`src/rtl/pkt_rr_demux_pkg.sv`:
```
// Shared types and width helper for the round-robin packet demultiplexer.
package pkt_rr_demux_pkg;

    typedef enum logic [1:0] {
        ST_ARB   = 2'd0,
        ST_XFER  = 2'd1,
        ST_DRAIN = 2'd2
    } state_t;

    // Never returns zero, so single-value counters still get a 1-bit register.
    function automatic int clog2w(input int n);
        return (n <= 1) ? 1 : $clog2(n);
    endfunction

endpackage

```
`src/rtl/pkt_rr_demux_rr_pick.sv`:
```
// Rotating-priority search: first set bit of req at ptr, ptr+1, ... modulo N.
module rr_pick #(
    parameter int N  = 4,
    parameter int IW = 2
) (
    input  logic [N-1:0]  req,
    input  logic [IW-1:0] ptr,
    output logic          found,
    output logic [IW-1:0] idx
);

    logic [N-1:0][IW-1:0] cand;

    // N need not be a power of two, so the wrap is an explicit compare-subtract.
    function automatic logic [IW-1:0] wrap_add(input logic [IW-1:0] a, input int unsigned b);
        logic [IW:0] s;
        s = {1'b0, a} + (IW+1)'(b);
        if (s >= (IW+1)'(N))
            s = s - (IW+1)'(N);
        return s[IW-1:0];
    endfunction

    for (genvar k = 0; k < N; k++) begin : g_cand
        assign cand[k] = wrap_add(ptr, k);
    end

    // Scan farthest offset first so the nearest requester is the last writer.
    always_comb begin
        found = 1'b0;
        idx   = ptr;
        for (int k = N - 1; k >= 0; k--) begin
            if (req[cand[k]]) begin
                found = 1'b1;
                idx   = cand[k];
            end
        end
    end

endmodule

```
`src/rtl/pkt_rr_demux.sv`:
```
// Packet demultiplexer: grants whole packets to downstream channels in
// round-robin order through one shared, registered output beat.
module pkt_rr_demux
    import pkt_rr_demux_pkg::*;
#(
    parameter int W             = 534,
    parameter int NUM_CH        = 16,
    parameter int BEATS_PER_PKT = 25,
    parameter int SKIP_BUSY     = 1
) (
    input  logic                      clk,
    input  logic                      rst,
    input  logic [W-1:0]              in_data,
    input  logic                      in_valid,
    output logic                      in_ready,
    output logic [W-1:0]              out_data,
    output logic [NUM_CH-1:0]         out_valid,
    output logic                      out_sop,
    output logic                      out_eop,
    input  logic [NUM_CH-1:0]         out_ready,
    output logic [clog2w(NUM_CH)-1:0] cur_ch,
    output logic                      pkt_done
);

    localparam int CH_W  = clog2w(NUM_CH);
    localparam int CNT_W = clog2w(BEATS_PER_PKT + 1);
    localparam logic [CH_W-1:0]  LAST_CH   = CH_W'(NUM_CH - 1);
    localparam logic [CNT_W-1:0] LAST_BEAT = CNT_W'(BEATS_PER_PKT - 1);

    typedef struct packed {
        logic [W-1:0] data;
        logic         sop;
        logic         eop;
    } beat_t;

    state_t            state, state_nxt;
    logic [CH_W-1:0]   ptr;
    logic [CH_W-1:0]   gnt_ch;
    logic              gnt_ok;
    logic [CNT_W-1:0]  beat_cnt;
    logic              last_in;
    beat_t             out_beat;
    logic              out_vld_reg;
    logic              up_acc;
    logic              dn_acc;

    if (SKIP_BUSY != 0) begin : g_skip
        rr_pick #(.N(NUM_CH), .IW(CH_W)) u_pick (
            .req   (out_ready),
            .ptr   (ptr),
            .found (gnt_ok),
            .idx   (gnt_ch)
        );
    end else begin : g_fixed
        assign gnt_ok = 1'b1;
        assign gnt_ch = ptr;
    end

    assign last_in = (beat_cnt == LAST_BEAT);
    assign dn_acc  = out_vld_reg && out_ready[cur_ch];
    assign up_acc  = in_valid && in_ready;

    always_ff @(posedge clk or posedge rst) begin
        if (rst)
            state <= ST_ARB;
        else
            state <= state_nxt;
    end

    always_comb begin
        state_nxt = state;
        in_ready  = 1'b0;
        pkt_done  = 1'b0;
        case (state)
            ST_ARB: begin
                if (gnt_ok)
                    state_nxt = ST_XFER;
            end
            ST_XFER: begin
                // Output register empties and refills in the same cycle.
                in_ready = !out_vld_reg || out_ready[cur_ch];
                if (in_valid && in_ready && last_in)
                    state_nxt = ST_DRAIN;
            end
            ST_DRAIN: begin
                if (dn_acc && out_beat.eop) begin
                    pkt_done  = 1'b1;
                    state_nxt = ST_ARB;
                end
            end
            default: state_nxt = ST_ARB;
        endcase
    end

    always_ff @(posedge clk or posedge rst) begin
        if (rst) begin
            ptr      <= '0;
            cur_ch   <= '0;
            beat_cnt <= '0;
        end else begin
            if (state == ST_ARB && gnt_ok) begin
                cur_ch   <= gnt_ch;
                beat_cnt <= '0;
            end
            if (up_acc)
                beat_cnt <= last_in ? '0 : beat_cnt + 1'b1;
            if (pkt_done)
                ptr <= (cur_ch == LAST_CH) ? '0 : cur_ch + 1'b1;
        end
    end

    // Beat register holds until accepted; sop/eop are frozen with the data.
    always_ff @(posedge clk or posedge rst) begin
        if (rst) begin
            out_beat    <= '0;
            out_vld_reg <= 1'b0;
        end else if (up_acc) begin
            out_beat    <= '{data: in_data, sop: (beat_cnt == '0), eop: last_in};
            out_vld_reg <= 1'b1;
        end else if (dn_acc) begin
            out_vld_reg <= 1'b0;
        end
    end

    assign out_data = out_beat.data;
    assign out_sop  = out_vld_reg && out_beat.sop;
    assign out_eop  = out_vld_reg && out_beat.eop;

    for (genvar i = 0; i < NUM_CH; i++) begin : g_ov
        assign out_valid[i] = out_vld_reg && (cur_ch == CH_W'(i));
    end

endmodule

```
`config.mk`:
```
export PLATFORM = sky130hd
export DESIGN_NAME = pkt_rr_demux
export DESIGN_NICKNAME = d
export VERILOG_FILES = /design/src/rtl/pkt_rr_demux_pkg.sv /design/src/rtl/pkt_rr_demux_rr_pick.sv /design/src/rtl/pkt_rr_demux.sv
export SDC_FILE = /design/constraint.sdc
export NUM_CORES = 1
export LEC_CHECK = 0
export BUFFER_PORTS_ARGS = -buffer_cell sky130_fd_sc_hd__buf_2
export CAP_MARGIN = 20
export CORE_AREA = 2 2 433 435
export DETAILED_ROUTE_END_ITERATION = 10
export DIE_AREA = 0 0 435 437
export HOLD_SLACK_MARGIN = 0.06
export SYNTH_ARGS = -nofsm -noshare
export SYNTH_HDL_FRONTEND = slang
export SYNTH_SLANG_ARGS = --single-unit
```
`constraint.sdc`:
```
create_clock -name clk -period 16.6 [get_ports clk]
set_clock_uncertainty 0.05 [all_clocks]
set_input_delay 2.49 -clock clk [delete_from_list [all_inputs] [get_ports clk]]
set_output_delay 2.49 -clock clk [all_outputs]
set_load 0.005 [all_outputs]
```
==> results of run 1 <==
## worst max-delay path: stages
cell	delay (ps)
buf_2	140
mux4_2	490
mux4_2	510
nand2b_1	200
and3_1	250
buf_2	150
## per-stage QoR
step           setup WS (ps)  instances  area [um2]  total power, uW
6_report                9823       6228       34060             3247
5_1_grt                 9768       6222       34040             3379
4_1_cts                 9834       6217       34030             3319
3_5_place_dp            9836       6085       31400             1512
3_3_place_gp            9852       6085       31400             1512
2_1_floorplan           6548       3148       27080             1413
## cells by family after synthesis
logic type | count (synthesis) | share of synthesized area [%]
xor gates and xnor gates | 12 | 0.3881
and+or+nand+nor | 1719 | 24.21
buffers and inverters | 692 | 17.13
muxes | 77 | 4.500
DFF | 552 | 51.01
adders and majority gates | 13 | 0.6007
AOI/OAI and AO/OA | 83 | 2.158
## layer usage
layer  up-vias  wire length, um  global-route usage (%)
met2       966            66760                   23.67
met4         2             5447                   5.169
met5         -                8                       0
met1     10990            56760                   17.20
met3       247            12410                   5.128
li1      10310                -                       -
## area by class of cell
cell class | instances | area share, %
well taps | 2480 | 9.111
clock inverters | 31 | 1.506
repair buffers | 1131 | 16.96
inverters | 19 | 0.2204
diodes | 10 | 0.07347
multi-input cells | 1904 | 25.36
clock buffers | 101 | 6.216
flip-flops and latches | 552 | 40.56
## cell usage in the layout, fill, tap and decap left out, drive strengths merged, types with 3 or more instances in the layout
cell type,n
clkbuf,101
nor3,9
bufinv,10
a22o,3
mux4,32
nand3,12
o21ai,21
a41oi,3
dfrtp,552
o221ai,3
o22ai,4
o211ai,5
mux2i,28
o31ai,4
xnor2,7
nor2,27
nand2,1644
inv,22
a221oi,3
a31oi,5
a21oi,10
clkinv,15
mux2,17
ha,13
nor2b,8
clkinvlp,3
diode,10
xor2,5
and2,8
buf,1131
## power by group through the flow
| stage | Combinational, uW | Clock, uW | Sequential (uW) |
|---|---|---|---|
| 5_1_grt | 154 | 1880 | 1350 |
| 2_1_floorplan | 41.4 | 0 | 1370 |
| 6_report | 140 | 1760 | 1350 |
| 3_3_place_gp | 142 | 0 | 1370 |
| 3_5_place_dp | 142 | 0 | 1370 |
| 4_1_cts | 143 | 1830 | 1350 |
## path summary, 6_finish.rpt
check	startpoint	end	slack, ps
worst min register to register	out_data[27]	out_data[27]	420
max in group asynchronous	rst	out_data[412]	12350
worst max register to register	cur_ch[1]	out_data[197]	11780
min in group asynchronous	rst	out_data[171]	1870
worst min-delay path	out_data[27]	out_data[27]	420
worst max-delay path	out_ready[3]	in_ready	9820
==> results by group, run 1 <==
Worst setup path
  – CP startpoint kind: primary input
  – Crit. End Element: output port
  – WP data arrival: 4240 ps
  – Critical path class: primary input to output port
  – Critical Path Fanout Max: 7
  – WP data required: 14060 ps
  – Reg2Reg Depth: 9

Timing
  – Worst slew pin tran: 1327 ps
  – Period Utilization, post-route: 40.82%
  – Tmin final: 6777 ps
  – RSZ-0062 raised after global routing: false
  – Count of final setup violators: 0
  – Final Slew Violations: 0
  – Setup TNS Final: 0 ps
  – Final Hold Viols: 0
  – Max_slew headroom: 11.50%
  – Worst hold margin: 416.3 ps
  – FMAX: 147.6 MHz

Finish
  – Post-Route Utilization: 18.41%
  – Nets@finish: 4250
  – Synth-to-Final Area Change: 25.78%
  – Max reg flops: 534
  – FF+latch area: 13810 um2
  – Multi-input logic area: 8637 um2
  – Fill cells: 20950
  – Layout cells sized above 1: 34.78%

Clock network
  – Skew-Pair Late Insertion Delay: 670 ps
  – Max Root-Sink Buffers: 3
  – Sink Count: 552
  – Num CTS Buffers: 76
  – Cts hold-fix bufs: 0
  – Post-CTS Setup Bufs: 0
  – CTS tree: yes
  – Clk root buf: clkbuf_16
  – Clk slew on worst S/H paths: 60 ps
  – CTS H-tree lvls: 3
  – Post_cts resized: 0

Placement
  – Port bufs: 1110
  – DP Wirelength: 113.6 mm
  – Routability Congestion: 0.9467

Floorplan
  – Die height: 437 um
  – Starting density of the core: 14.63%
  – Boundary pin count: 1111
  – Die Area: 190100 um2
  – Die Wd: 435 um
  – FP Rows: 158
  – Core footprint: 185000 um2

Drt
  – Post-DR wirelength/cell: 22.70 um
  – Final ANT Viol Nets: 0
  – Initial DRC Count: 1514
  – Total wire length: 141.4 mm
  – Via count: 22510
  – TritonRoute pass-1 iters: 5
  – Vias/cell: 3.614
  – DRC: 0

Synth
  – Mapped Nets: 3714
  – Synthesized area per cell: 8.602 um2
  – Post-synth EDFFs: 0
  – Count leader, synth: nand2_1
  – Dominant synthesized flop cell: dfrtp_1
  – Distinct cells, synth: 59
  – Synth cell count leaders: nand2_1 (1644), dfrtp_1 (552), buf_4 (537), clkbuf_1 (115)
  – Synthesized flop and latch total: 552
  – Syn Std Cell Area: 27080 um2
  – Post-synthesis cell count: 3148
  – Synth top area share: 51.01%
  – Area leader, netlist: dfrtp_1
  – Post-synthesis sequential area ratio: 51.01%
  – Ys async rst share: 100.0%
  – Largest cells by area after synthesis: dfrtp_1 (51%), nand2_1 (23%), buf_4 (15%)
  – Synth Warn #: 0

Power and ir drop
  – Internal Pwr Total: 2466 uW
  – Switching power: 781.0 uW
  – Static leakage: 0.01994 uW
  – PD cells: 95.33 nW/um2
  – Sw Ratio: 24.05%
  – Clk pwr share: 54.2%
  – Seq pwr share: 41.5%
  – Combinational cell fraction of total power: 4.3%
  – VDD IR max: 70.05 uV

Global route
  – Total track usage: 14.38%
  – GR Overflow Total: 0
  – Largest net degree at the start of global routing: 221
  – First-pass GRT wire length: 190.8 mm
  – Initial antenna violation count: 72
  – Vias in the first global route: 22250

Hold path
  – Hold Path Class: register to register
  – Hold Path Depth: 2

Status
  – Status: complete, no violations

Run
  – Total of max-cap violations: 0
Note: power is estimated with default switching activity, not from simulation.
==> run 2: changes to the inputs <==
Settings changed: ABC_AREA set to 1, CORE_AREA 2 2 433 435 to 2 2 430 432, DIE_AREA 0 0 435 437 to 0 0 432 434.
Clock period 16.6 ns to 5.53 ns, I/O delays scaled along.
==> results by group, run 2 <==
Clock network
  – Clk slew on worst S/H paths: 60 ps (about the same)
  – CTS H-tree lvls: 3 (unchanged)
  – Post_cts resized: 0 (unchanged)
  – Max Root-Sink Buffers: 3 (unchanged)
  – CTS tree: yes (unchanged)
  – Clk root buf: clkbuf_16 (unchanged)
  – Post-CTS Setup Bufs: 0 (unchanged)
  – Cts hold-fix bufs: 0 (unchanged)
  – Num CTS Buffers: 73 (was 76)
  – Sink Count: 552 (unchanged)
  – Skew-Pair Late Insertion Delay: 670 ps (about the same)

Synth
  – Post-synth EDFFs: 0 (unchanged)
  – Post-synthesis cell count: 3294 (was 3148)
  – Largest cells by area after synthesis: dfrtp_1 (52%), nand2_1 (25%), buf_4 (15%) (was dfrtp_1 (51%), nand2_1 (23%), buf_4 (15%))
  – Post-synthesis sequential area ratio: 51.71% (was 51.01%)
  – Synth Warn #: 0 (unchanged)
  – Syn Std Cell Area: 26710 um2 (was 27080 um2)
  – Synthesized flop and latch total: 552 (unchanged)
  – Dominant synthesized flop cell: dfrtp_1 (unchanged)
  – Synth cell count leaders: nand2_1 (1790), dfrtp_1 (552), buf_4 (545), nand3_1 (76), clkbuf_1 (61) (was nand2_1 (1644), dfrtp_1 (552), buf_4 (537), clkbuf_1 (115))
  – Area leader, netlist: dfrtp_1 (unchanged)
  – Count leader, synth: nand2_1 (unchanged)
  – Synth top area share: 51.71% (was 51.01%)
  – Synthesized area per cell: 8.110 um2 (was 8.602 um2)
  – Distinct cells, synth: 37 (was 59)
  – Ys async rst share: 100.0% (unchanged)
  – Mapped Nets: 3860 (was 3714)

Floorplan
  – Die Wd: 432 um (was 435 um)
  – Boundary pin count: 1111 (unchanged)
  – Die Area: 187500 um2 (was 190100 um2)
  – FP Rows: 157 (was 158)
  – Core footprint: 182500 um2 (was 185000 um2)
  – Starting density of the core: 14.64% (was 14.63%)
  – Die height: 434 um (was 437 um)

Timing
  – Setup TNS Final: 0 ps (unchanged)
  – Period Utilization, post-route: 70.48%
  – Count of final setup violators: 0 (unchanged)
  – Max_slew headroom: 27.52% (was 11.50%)
  – Worst hold margin: 236.7 ps (was 416.3 ps)
  – FMAX: 256.6 MHz
  – RSZ-0062 raised after global routing: false (unchanged)
  – Tmin final: 3898 ps
  – Final Hold Viols: 0 (unchanged)
  – Final Slew Violations: 0 (unchanged)
  – Worst slew pin tran: 1087 ps (was 1327 ps)

Power and ir drop
  – VDD IR max: 399.8 uV (was 70.05 uV)
  – Static leakage: 0.01875 uW (was 0.01994 uW)
  – Internal Pwr Total: 12140 uW (was 2466 uW)
  – Clk pwr share: 24.6% (was 54.2%)
  – Switching power: 9067 uW (was 781.0 uW)
  – Sw Ratio: 42.76% (was 24.05%)
  – PD cells: 629.7 nW/um2 (was 95.33 nW/um2)
  – Combinational cell fraction of total power: 41.1% (was 4.3%)
  – Seq pwr share: 34.3% (was 41.5%)

Global route
  – Initial antenna violation count: 92 (was 72)
  – Total track usage: 14.07% (was 14.38%)
  – First-pass GRT wire length: 182.8 mm (was 190.8 mm)
  – Vias in the first global route: 22350 (was 22250)
  – Largest net degree at the start of global routing: 174 (was 221)
  – GR Overflow Total: 0 (unchanged)

Drt
  – DRC: 0 (unchanged)
  – Post-DR wirelength/cell: 21.84 um (was 22.70 um)
  – DR WL met3: 12.38 mm (was 12.41 mm)
  – Initial DRC Count: 1658 (was 1514)
  – M1 wire length: 50.62 mm (was 56.76 mm)
  – Total wire length: 137.7 mm (was 141.4 mm)
  – Final ANT Viol Nets: 0 (unchanged)
  – Met2 wire len: 67.59 mm (was 66.76 mm)
  – TritonRoute pass-1 iters: 6 (was 5)
  – Highest metal used: met5 (unchanged)
  – Via count: 22870 (was 22510)
  – Vias/cell: 3.627 (was 3.614)

Finish
  – Fill cells: 20630 (was 20950)
  – Most frequent cells in the layout: nand2_1 (1790), buf_2 (1110), dfrtp_1 (552) (was nand2_1 (1643), buf_2 (1110), dfrtp_1 (552))
  – Max reg flops: 534 (unchanged)
  – Final Instance Area: 33670 um2 (was 34060 um2)
  – Synth-to-Final Area Change: 26.04% (was 25.78%)
  – Nets@finish: 4407 (was 4250)
  – Layout cells sized above 1: 33.26% (was 34.78%)
  – Commonest non-fill, non-tap cell in the layout: nand2_1 (unchanged)

Worst setup path
  – WP data required: 6020 ps (was 14060 ps)
  – CP startpoint kind: register (was primary input)
  – CP dominant cell by count: nand2_1
  – R2R setup slack: 1630 ps (was 11780 ps)
  – WP buf/inv: 3 (was 2)
  – Crit. End Element: register (was output port)
  – CP cell instances: inv_2 > ha_1 > inv_2 > nand3_1 > nand3_1 > nand2_1 > nand2_1 > nand2_1 > inv_1 > o21ai_1 > a21oi_1 > o21ai_1 > nand2_1 > nand2_1 > nand2_1 > nand2_1 > nand2_1 > nand2_1 > nand2_1 > nand2_1 > nand2_1 > nand3_1 > nand2_1 (was buf_2 > mux4_2 > mux4_2 > nand2b_1 > and3_1 > buf_2)
  – Worst path slowest cell: dfrtp_1 (was mux4_2)
  – Critical Path Fanout Max: 22 (was 7)
  – CP max stage delay: 800 ps (was 510 ps)
  – Reg2reg start: ptr[0] (was cur_ch[1])
  – WP data arrival: 4390 ps (was 4240 ps)
  – Reg2Reg Capture Point: cur_ch[0] (was out_data[197])
  – Crit-path leading delay family: simple AND/OR/NAND/NOR gates (was multiplexers)
  – Reg2Reg Depth: 23 (was 9)
  – Critical path class: register to register (was primary input to output port)

Placement
  – Routability Congestion: 0.9263 (was 0.9467)
  – Post-DP Area: 31010 um2 (was 31400 um2)
  – DP Wirelength: 111.5 mm (was 113.6 mm)
  – Port bufs: 1110 (unchanged)

Status
  – Status: complete, no violations (unchanged)

Run
  – Total of max-cap violations: 0 (unchanged)

Hold path
  – Hold Path Class: primary input to asynchronous set/reset pin (was register to register)
-- run 2: worst register-to-register path, cell delays in order, from the launching register on --
cell,delay [ps]
dfrtp_1,800
inv_2,340
ha_1,680
inv_2,230
nand3_1,180
nand3_1,90
nand2_1,130
nand2_1,70
nand2_1,150
inv_1,80
o21ai_1,80
a21oi_1,80
o21ai_1,120
nand2_1,60
nand2_1,70
nand2_1,50
nand2_1,60
nand2_1,50
nand2_1,60
nand2_1,70
nand2_1,70
nand2_1,50
nand3_1,90
nand2_1,60
-- run 2: power groups by stage --
stage,registers (uW),clock network (uW),logic [uW]
after floorplan,6930,0,6840
after global placement,7250,0,8890
after detailed placement,7290,0,8990
after CTS,7280,5430,9020
after global routing,7510,5560,9890
final,7270,5210,8720
-- run 2: metrics by stage --
stage / utilization [%] / power, uW / cells / setup slack [ps]
2_1_floorplan: - / 13760 / 3294 / -2861
3_3_place_gp: 16.99 / 16140 / 6151 / 1664
3_5_place_dp: 16.99 / 16280 / 6151 / 1729
4_1_cts: 18.42 / 21730 / 6284 / 1708
5_1_grt: 18.45 / 22960 / 6303 / 1289
6_report: 18.45 / 21200 / 6306 / 1632
-- run 2: metal layers --
metal,global-route usage [%],vias up
met4,8.437,12
met5,0.3643,-
li1,-,10600
met3,5.328,314
met2,23.21,989
met1,15.29,10960
-- run 2: area by class of cell --
| cell class | count | area, um2 | area share [%] |
|---|---|---|---|
| inverters | 57 | 227.7 | 0.6764 |
| clock inverters | 32 | 473.0 | 1.405 |
| multi-input cells | 2021 | 8093 | 24.04 |
| repair buffers | 1136 | 5888 | 17.49 |
| well taps | 2385 | 2984 | 8.863 |
| diodes | 22 | 55.05 | 0.1635 |
| flip-flops and latches | 552 | 13810 | 41.03 |
| clock buffers | 101 | 2135 | 6.340 |
-- run 2: how the worst max path moves through the flow --
stage | startpoint | end | slack, ps | depth (start not counted)
after floorplan | rst | beat_cnt[0] | -2860 | 1
after global placement | ptr[0] | cur_ch[0] | 1660 | 23
after detailed placement | ptr[0] | cur_ch[0] | 1730 | 23
after CTS | ptr[0] | cur_ch[0] | 1710 | 23
after global routing | ptr[0] | cur_ch[0] | 1290 | 23
final | ptr[0] | cur_ch[0] | 1630 | 23
-- run 2: logic make-up after synthesis --
group / synth area share, %
AOI/OAI and AO/OA: 1.494
xor gates and xnor gates: 0.5199
adders and majority gates: 0.6089
buffers and inverters: 18.05
DFF: 51.71
and+or+nand+nor: 27.62
